File: src/rtl/id_ex_status_stage.sv
// ID/EX pipeline register with architectural NZCV flags and a saturating condition-fail counter.
// Latency: ID->EX 1 cycle, flag commit visible 1 cycle after EX; qualified outputs combinational.
// Backpressure: freeze holds every register; flush or a taken branch injects a bubble even under freeze.
module id_ex_status_stage #(
  parameter int DATA_W = 32,
  parameter int CNT_W  = 16
) (
  input  logic              clk,
  input  logic              rst_n,
  input  logic              freeze,
  input  logic              flush,
  input  logic              id_valid,
  input  logic [3:0]        id_cond,
  input  logic [3:0]        id_exe_cmd,
  input  logic              id_s,
  input  logic              id_b,
  input  logic              id_mem_r,
  input  logic              id_mem_w,
  input  logic              id_wb_en,
  input  logic              id_imm,
  input  logic [DATA_W-1:0] id_pc,
  input  logic [DATA_W-1:0] id_val_rn,
  input  logic [DATA_W-1:0] id_val_rm,
  input  logic [11:0]       id_shift_operand,
  input  logic [23:0]       id_signed_imm24,
  input  logic [3:0]        id_dest,
  input  logic              cond_pass,
  input  logic [3:0]        alu_nzcv,
  output logic              ex_valid,
  output logic [3:0]        ex_cond,
  output logic [3:0]        ex_exe_cmd,
  output logic [3:0]        ex_dest,
  output logic              ex_imm,
  output logic              ex_s,
  output logic [DATA_W-1:0] ex_pc,
  output logic [DATA_W-1:0] ex_val_rn,
  output logic [DATA_W-1:0] ex_val_rm,
  output logic [11:0]       ex_shift_operand,
  output logic [23:0]       ex_signed_imm24,
  output logic              ex_wb_en,
  output logic              ex_mem_r,
  output logic              ex_mem_w,
  output logic              ex_branch_taken,
  output logic              sr_n,
  output logic              sr_z,
  output logic              sr_c,
  output logic              sr_v,
  output logic [CNT_W-1:0]  cond_fail_cnt
);

  logic ex_b;
  logic reg_wb_en;
  logic reg_mem_r;
  logic reg_mem_w;
  logic live;
  logic bubble;
  logic flag_commit;
  logic fail_count;

  assign live            = ex_valid & cond_pass;
  assign ex_branch_taken = live & ex_b;
  assign ex_wb_en        = live & reg_wb_en;
  assign ex_mem_r        = live & reg_mem_r;
  assign ex_mem_w        = live & reg_mem_w;

  // A taken branch kills the instruction behind it regardless of freeze.
  assign bubble      = flush | ex_branch_taken;
  assign flag_commit = live & ex_s & ~freeze;
  assign fail_count  = ex_valid & ~cond_pass & ~freeze & ~(&cond_fail_cnt);

  // Data fields carry no side effects, so they load on a bubble too.
  always_ff @(posedge clk or negedge rst_n) begin
    if (!rst_n) begin
      ex_cond          <= '0;
      ex_exe_cmd       <= '0;
      ex_dest          <= '0;
      ex_imm           <= 1'b0;
      ex_pc            <= '0;
      ex_val_rn        <= '0;
      ex_val_rm        <= '0;
      ex_shift_operand <= '0;
      ex_signed_imm24  <= '0;
    end else if (bubble || !freeze) begin
      ex_cond          <= id_cond;
      ex_exe_cmd       <= id_exe_cmd;
      ex_dest          <= id_dest;
      ex_imm           <= id_imm;
      ex_pc            <= id_pc;
      ex_val_rn        <= id_val_rn;
      ex_val_rm        <= id_val_rm;
      ex_shift_operand <= id_shift_operand;
      ex_signed_imm24  <= id_signed_imm24;
    end
  end

  always_ff @(posedge clk or negedge rst_n) begin
    if (!rst_n) begin
      ex_valid  <= 1'b0;
      ex_s      <= 1'b0;
      ex_b      <= 1'b0;
      reg_wb_en <= 1'b0;
      reg_mem_r <= 1'b0;
      reg_mem_w <= 1'b0;
    end else if (bubble) begin
      ex_valid  <= 1'b0;
      ex_s      <= 1'b0;
      ex_b      <= 1'b0;
      reg_wb_en <= 1'b0;
      reg_mem_r <= 1'b0;
      reg_mem_w <= 1'b0;
    end else if (!freeze) begin
      ex_valid  <= id_valid;
      ex_s      <= id_s;
      ex_b      <= id_b;
      reg_wb_en <= id_wb_en;
      reg_mem_r <= id_mem_r;
      reg_mem_w <= id_mem_w;
    end
  end

  always_ff @(posedge clk or negedge rst_n) begin
    if (!rst_n) begin
      {sr_n, sr_z, sr_c, sr_v} <= 4'b0000;
    end else if (flag_commit) begin
      {sr_n, sr_z, sr_c, sr_v} <= alu_nzcv;
    end
  end

  always_ff @(posedge clk or negedge rst_n) begin
    if (!rst_n) begin
      cond_fail_cnt <= '0;
    end else if (fail_count) begin
      cond_fail_cnt <= cond_fail_cnt + {{(CNT_W-1){1'b0}}, 1'b1};
    end
  end

endmodule

File: config.mk
export PLATFORM = sky130hd
export DESIGN_NAME = id_ex_status_stage
export DESIGN_NICKNAME = d
export VERILOG_FILES = /design/src/rtl/id_ex_status_stage.sv
export SDC_FILE = /design/constraint.sdc
export NUM_CORES = 1
export LEC_CHECK = 0
export ABC_AREA = 1
export BUFFER_PORTS_ARGS = -buffer_cell sky130_fd_sc_hd__buf_2
export CAP_MARGIN = 30
export CORE_AREA = 2 2 129 131
export CTS_CLUSTER_DIAMETER = 40
export DETAILED_ROUTE_END_ITERATION = 8
export DIE_AREA = 0 0 131 133
export GPL_TIMING_DRIVEN = 0
export PLACE_DENSITY = 0.75
export SLEW_MARGIN = 25
export SYNTH_ARGS = -nofsm -noshare
export SYNTH_HDL_FRONTEND = slang
export SYNTH_SLANG_ARGS = --single-unit
File: constraint.sdc
create_clock -name clk -period 2.8 [get_ports clk]
set_input_delay 0.42 -clock clk [delete_from_list [all_inputs] [get_ports clk]]
set_output_delay 0.42 -clock clk [all_outputs]
set_load 0.05 [all_outputs]
Word-level counts from Yosys, hierarchy flattened
Index checks and enable logic that the tools add are counted.
Widths: inputs -> output; s select.
{"block": "totals", "register_bits": 171, "in_bits": 160, "output_inout_bits": 171}
{"block": "classes", "addsub": 1, "eq_ne": 1, "muxes": 12, "bitwise": 14, "reduce_logical": 3}
{"cell": "$add 16x1->16 const B", "n": 1}
{"cell": "$reduce_and 16->1", "n": 1}
{"cell": "$mux 1", "n": 12}
{"cell": "$and 1x1->1", "n": 10}
{"cell": "$not 1->1", "n": 3}
{"cell": "$ne 2x1->1 const B", "n": 1}
{"cell": "$logic_not 1->1", "n": 1}
{"cell": "$logic_or 1x1->1", "n": 1}
{"cell": "$or 1x1->1", "n": 1}

Depth between registers and ports, before layout
{"block": "depth", "depth_word": 4, "depth_mapped": 10, "depth_no_buf": 8}

Worst setup path before layout
Ideal clock, no wire load.
{"block": "synth_timing", "path_kind": "flip-flop to output port", "from": "register ex_valid", "to": "output port ex_mem_r", "t_arrival_ns": 1.464, "required_time_ns": 2.380, "setup_slack_ns": 0.916, "stages_incl_launch_ff": 3, "n_path_buf": 0, "path_cell_list": "dfrtp_1 nand2_2 nor2_1"}
{"block": "synth_between", "elab_chain_cells": 2}
{"item": "from (decl)", "line": "29", "rtl": "output logic ex_valid,"}
{"item": "from (signal assigned)", "line": "112", "rtl": "ex_valid <= id_valid;"}
{"item": "$and 1x1->1", "line": "60", "rtl": "assign live = ex_valid & cond_pass;"}
{"item": "$and 1x1->1", "line": "63", "rtl": "assign ex_mem_r = live & reg_mem_r;"}
{"item": "to (decl)", "line": "41", "rtl": "output logic ex_mem_r,"}
Every way passes these cells.

Final worst setup path
{"block": "layout_timing", "from": "register ex_valid", "to": "output port ex_branch_taken"}
{"block": "layout_between", "elab_chain_cells": 2}
{"item": "$and 1x1->1", "line": "60"}
{"item": "$and 1x1->1", "line": "61", "rtl": "assign ex_branch_taken = live & ex_b;"}
{"item": "to (decl)", "line": "43", "rtl": "output logic ex_branch_taken,"}
Every way passes these cells.

==> metrics.cfg <==
[min_path]
min_path_cells=3
min-delay-start=id_val_rm[14]
hold_path.class=in2reg
min_to=ex_val_rm[14]

[yosys]
ys_ff_latch=171
ys.flop_type=dfrtp_1
syn_nets=995
seq_area_frac_synth_pct=59.5
synth_edf_count=0
ys_warn_count=0
async_flop_share_pct=100
avgSynthCellArea_um2=8.62
yosys.cell_types.count=23
netlist_instances=834
synth_area_um2=7190

[outcome]
outcome=completed

[grt]
use_met2_pct=38.5
busiest_layer=met2
antenna_found_initial=1
grt.total_usage_pct=24.3
grt_pass1_wl_mm=33.1
grtUsageMet1_pct=32.5
grt_pass1_vias=6502
grt_max_degree=92
grtUsageMet3_pct=6.87
globalRouteOverflowTotal=0

[cells_and_area]
finish.utilization_pct=60.4
regArea_um2=4280
nFillCells=1454
instances_no_fill=1418
drive_gt1_share_pct=34.2
multi_input_area_um2=2540
fin_nets=1345
area_growth_pct=35.8

[worst_setup_path]
startpoint_type=flip-flop
r2r_start=cond_fail_cnt[0]
arrival_ns=1.44
reg2reg_slack_ns=1.01
r2r_cells=8
regToRegEndpoint=cond_fail_cnt[3]
cp-end-kind=output port
crit_type=reg2out
crit_required_ns=2.38
path_max_fanout=4

[sta]
period_needed_ns=1.86
fin_crit_sh_pct=66.5
hold_ws_ns=0.183
worst_slack_ns=0.938
drv_slew=0
rsz0062_at_grt=false
skew_ns=0.0123
setup_viol=0
tns_ns=0
hold_viol=0
slew_headroom_pct=47.4
fmax_mhz=537
tightestPinTransition_ns=0.789

[routing]
avgViaCountPerCell=4.80
drcViolationCount=0
wl_mm=21.2
wl_per_cell_um=14.9
first_pass_iters=5
drt_iter0_drc=485
via_count=6812
ant_nets=0

[die]
die_x_um=131
ios=331
fp-row-count=47
chipHeight_um=133
fp.dieArea_um2=17400
core_area_um2=16200
initial_core_util_pct=44.5

[clock_network]
cts_buffer_depth=2
h-tree-depth=4
cts_tree=built
cts_root_buf=clkbuf_16
cts_resized=0
clkSinkCount=171
clk_pin_slew_ns=0.08
clk-insertion-delay-late_ns=0.42
cts_buffers=17

[power_and_ir_drop]
switchingPower_uw=2380
power.leakage_uw=0.00556
p_seq_share_pct=41.8
p_per_area_nw_per_um2=686
power_frac_comb_pct=22.7
pwr-share-clk_pct=35.4
swShare_pct=35.5
peakVddDrop_mv=0.469
internal_power_uw=4320

[placed_design]
globalplace.congestion=0.862
dp_slack_ns=0.870
dp_hpwl_mm=15.7
io_buffers=329
dp.cells=1384

[flow_run]
cap_viol_max_count=0

==> power by group through the flow <==
stage | sequential (uW) | combinational (uW) | clock (uW)
floorplan | 3540 | 321 | 0
finish | 2800 | 1520 | 2370
CTS | 2800 | 1530 | 2430
detailed placement | 2840 | 1530 | 0
global route | 2820 | 1630 | 2540
global placement | 2840 | 1510 | 0
==> timing repair <==
item | 4_1_cts | 5_1_grt
hold buffers | 1 | 0
buffers inserted | 0 | 0
setup endpoints to repair | 0 | 0
hold endpoints to repair | 5 | 0
==> final cells by class <==
| cell class | count | share of cell area, % |
|---|---|---|
| diodes | 1 | 0.0256 |
| plain buffers | 52 | 2.93 |
| clock buffers | 17 | 4.36 |
| clock inverters | 15 | 1.78 |
| inverters | 22 | 0.846 |
| multi-input cells | 589 | 26.1 |
| flip-flops and latches | 171 | 43.8 |
| well taps | 220 | 2.82 |
| repair buffers | 331 | 17.4 |
==> cell usage in the layout (no fill, tap or decap) <==
cell,count
nand2_1,380
buf_2,344
dfrtp_1,171
nand3_1,153
nor2_1,21
inv_1,20
clkbuf_1,18
buf_4,17
clkbuf_16,17
o21ai_0,8
xnor2_1,5
nand2_2,4
nand4_1,4
mux2_2,4
inv_6,4
inv_8,4
a21oi_1,3
clkinv_4,3
inv_2,2
clkinv_8,2
diode_2,1
nor2_4,1
nand3_4,1
o21ai_4,1
buf_6,1
o21bai_1,1
nor3_1,1
xor2_1,1
ha_1,1
bufinv_16,1
clkinv_2,1
dlygate4sd3_1,1
buf_8,1
buf_16,1
==> sequential cells by signal, indices dropped and copies added (netlist names) <==
| register | flops |
|---|---|
| ex_dest | 4 |
| sr_c | 1 |
| ex_shift_operand | 12 |
| ex_val_rm | 32 |
| ex_cond | 4 |
| reg_mem_r | 1 |
| ex_signed_imm24 | 24 |
| sr_z | 1 |
| ex_valid | 1 |
| reg_mem_w | 1 |
| ex_s | 1 |
| ex_imm | 1 |
| ex_exe_cmd | 4 |
| ex_val_rn | 32 |
| sr_v | 1 |
| ex_b | 1 |
| reg_wb_en | 1 |
| cond_fail_cnt | 16 |
| sr_n | 1 |
| ex_pc | 32 |
==> how the worst max path moves through the flow <==
stage                     start  slack (ns)                 to  depth (start not counted)
2_1_floorplan          ex_valid        0.92           ex_mem_r                          2
3_3_place_gp              rst_n       -1.38          ex_pc[13]                          1
3_5_place_dp             freeze        0.87       ex_val_rm[8]                          5
5_1_grt        cond_fail_cnt[0]        0.86  cond_fail_cnt[11]                          8
4_1_cts                ex_valid        0.92    ex_branch_taken                          5
6_report               ex_valid        0.94    ex_branch_taken                          5
==> logic make-up after synthesis <==
| family | synth area share (%) |
|---|---|
| AO/OA/AOI/OAI | 1.10 |
| XOR/XNOR | 0.731 |
| adder cells (fa/ha/maj) | 0.174 |
| buffers and inverters | 5.13 |
| flip-flops | 59.5 |
| multiplexers | 0.626 |
| AND/OR/NAND/NOR | 32.7 |
==> worst max-delay path: stages, from the launching register on <==
cell and delay (ns):
dfrtp_1 0.45, nand2_2 0.12, inv_2 0.07, nand2_1 0.07
inv_1 0.05, buf_2 0.26
==> layer usage <==
metal,routed length (um),share of wire [%],vias up
li1,-,-,3354
met1,9110,43,3211
met2,10400,49,223
met3,1320,6.2,24
met4,333,1.6,0
met5,0,0,-
==> through the flow <==
step                instance area [um^2]  power, uW
floorplan                           7190       3860
global placement                    9110       4350
detailed placement                  9150       4370
CTS                                 9760       6760
global route                        9760       6990
finish                              9760       6690
==> synth_stat cells, types with 2 or more instances <==
cell	n	area (um^2)
dfrtp_1	171	4280
nand3_1	153	766
buf_2	16	80.1
nand2_1	380	1430
xnor2_1	5	43.8
o21ai_0	8	40.0
mux2_2	4	45.0
a21oi_1	3	15.0
clkbuf_1	18	67.6
buf_4	17	128
nand2_2	4	25.0
inv_1	20	75.1
inv_2	2	7.51
nor2_1	21	78.8
nand4_1	4	25.0
Note: power is estimated with default switching activity, not from simulation.
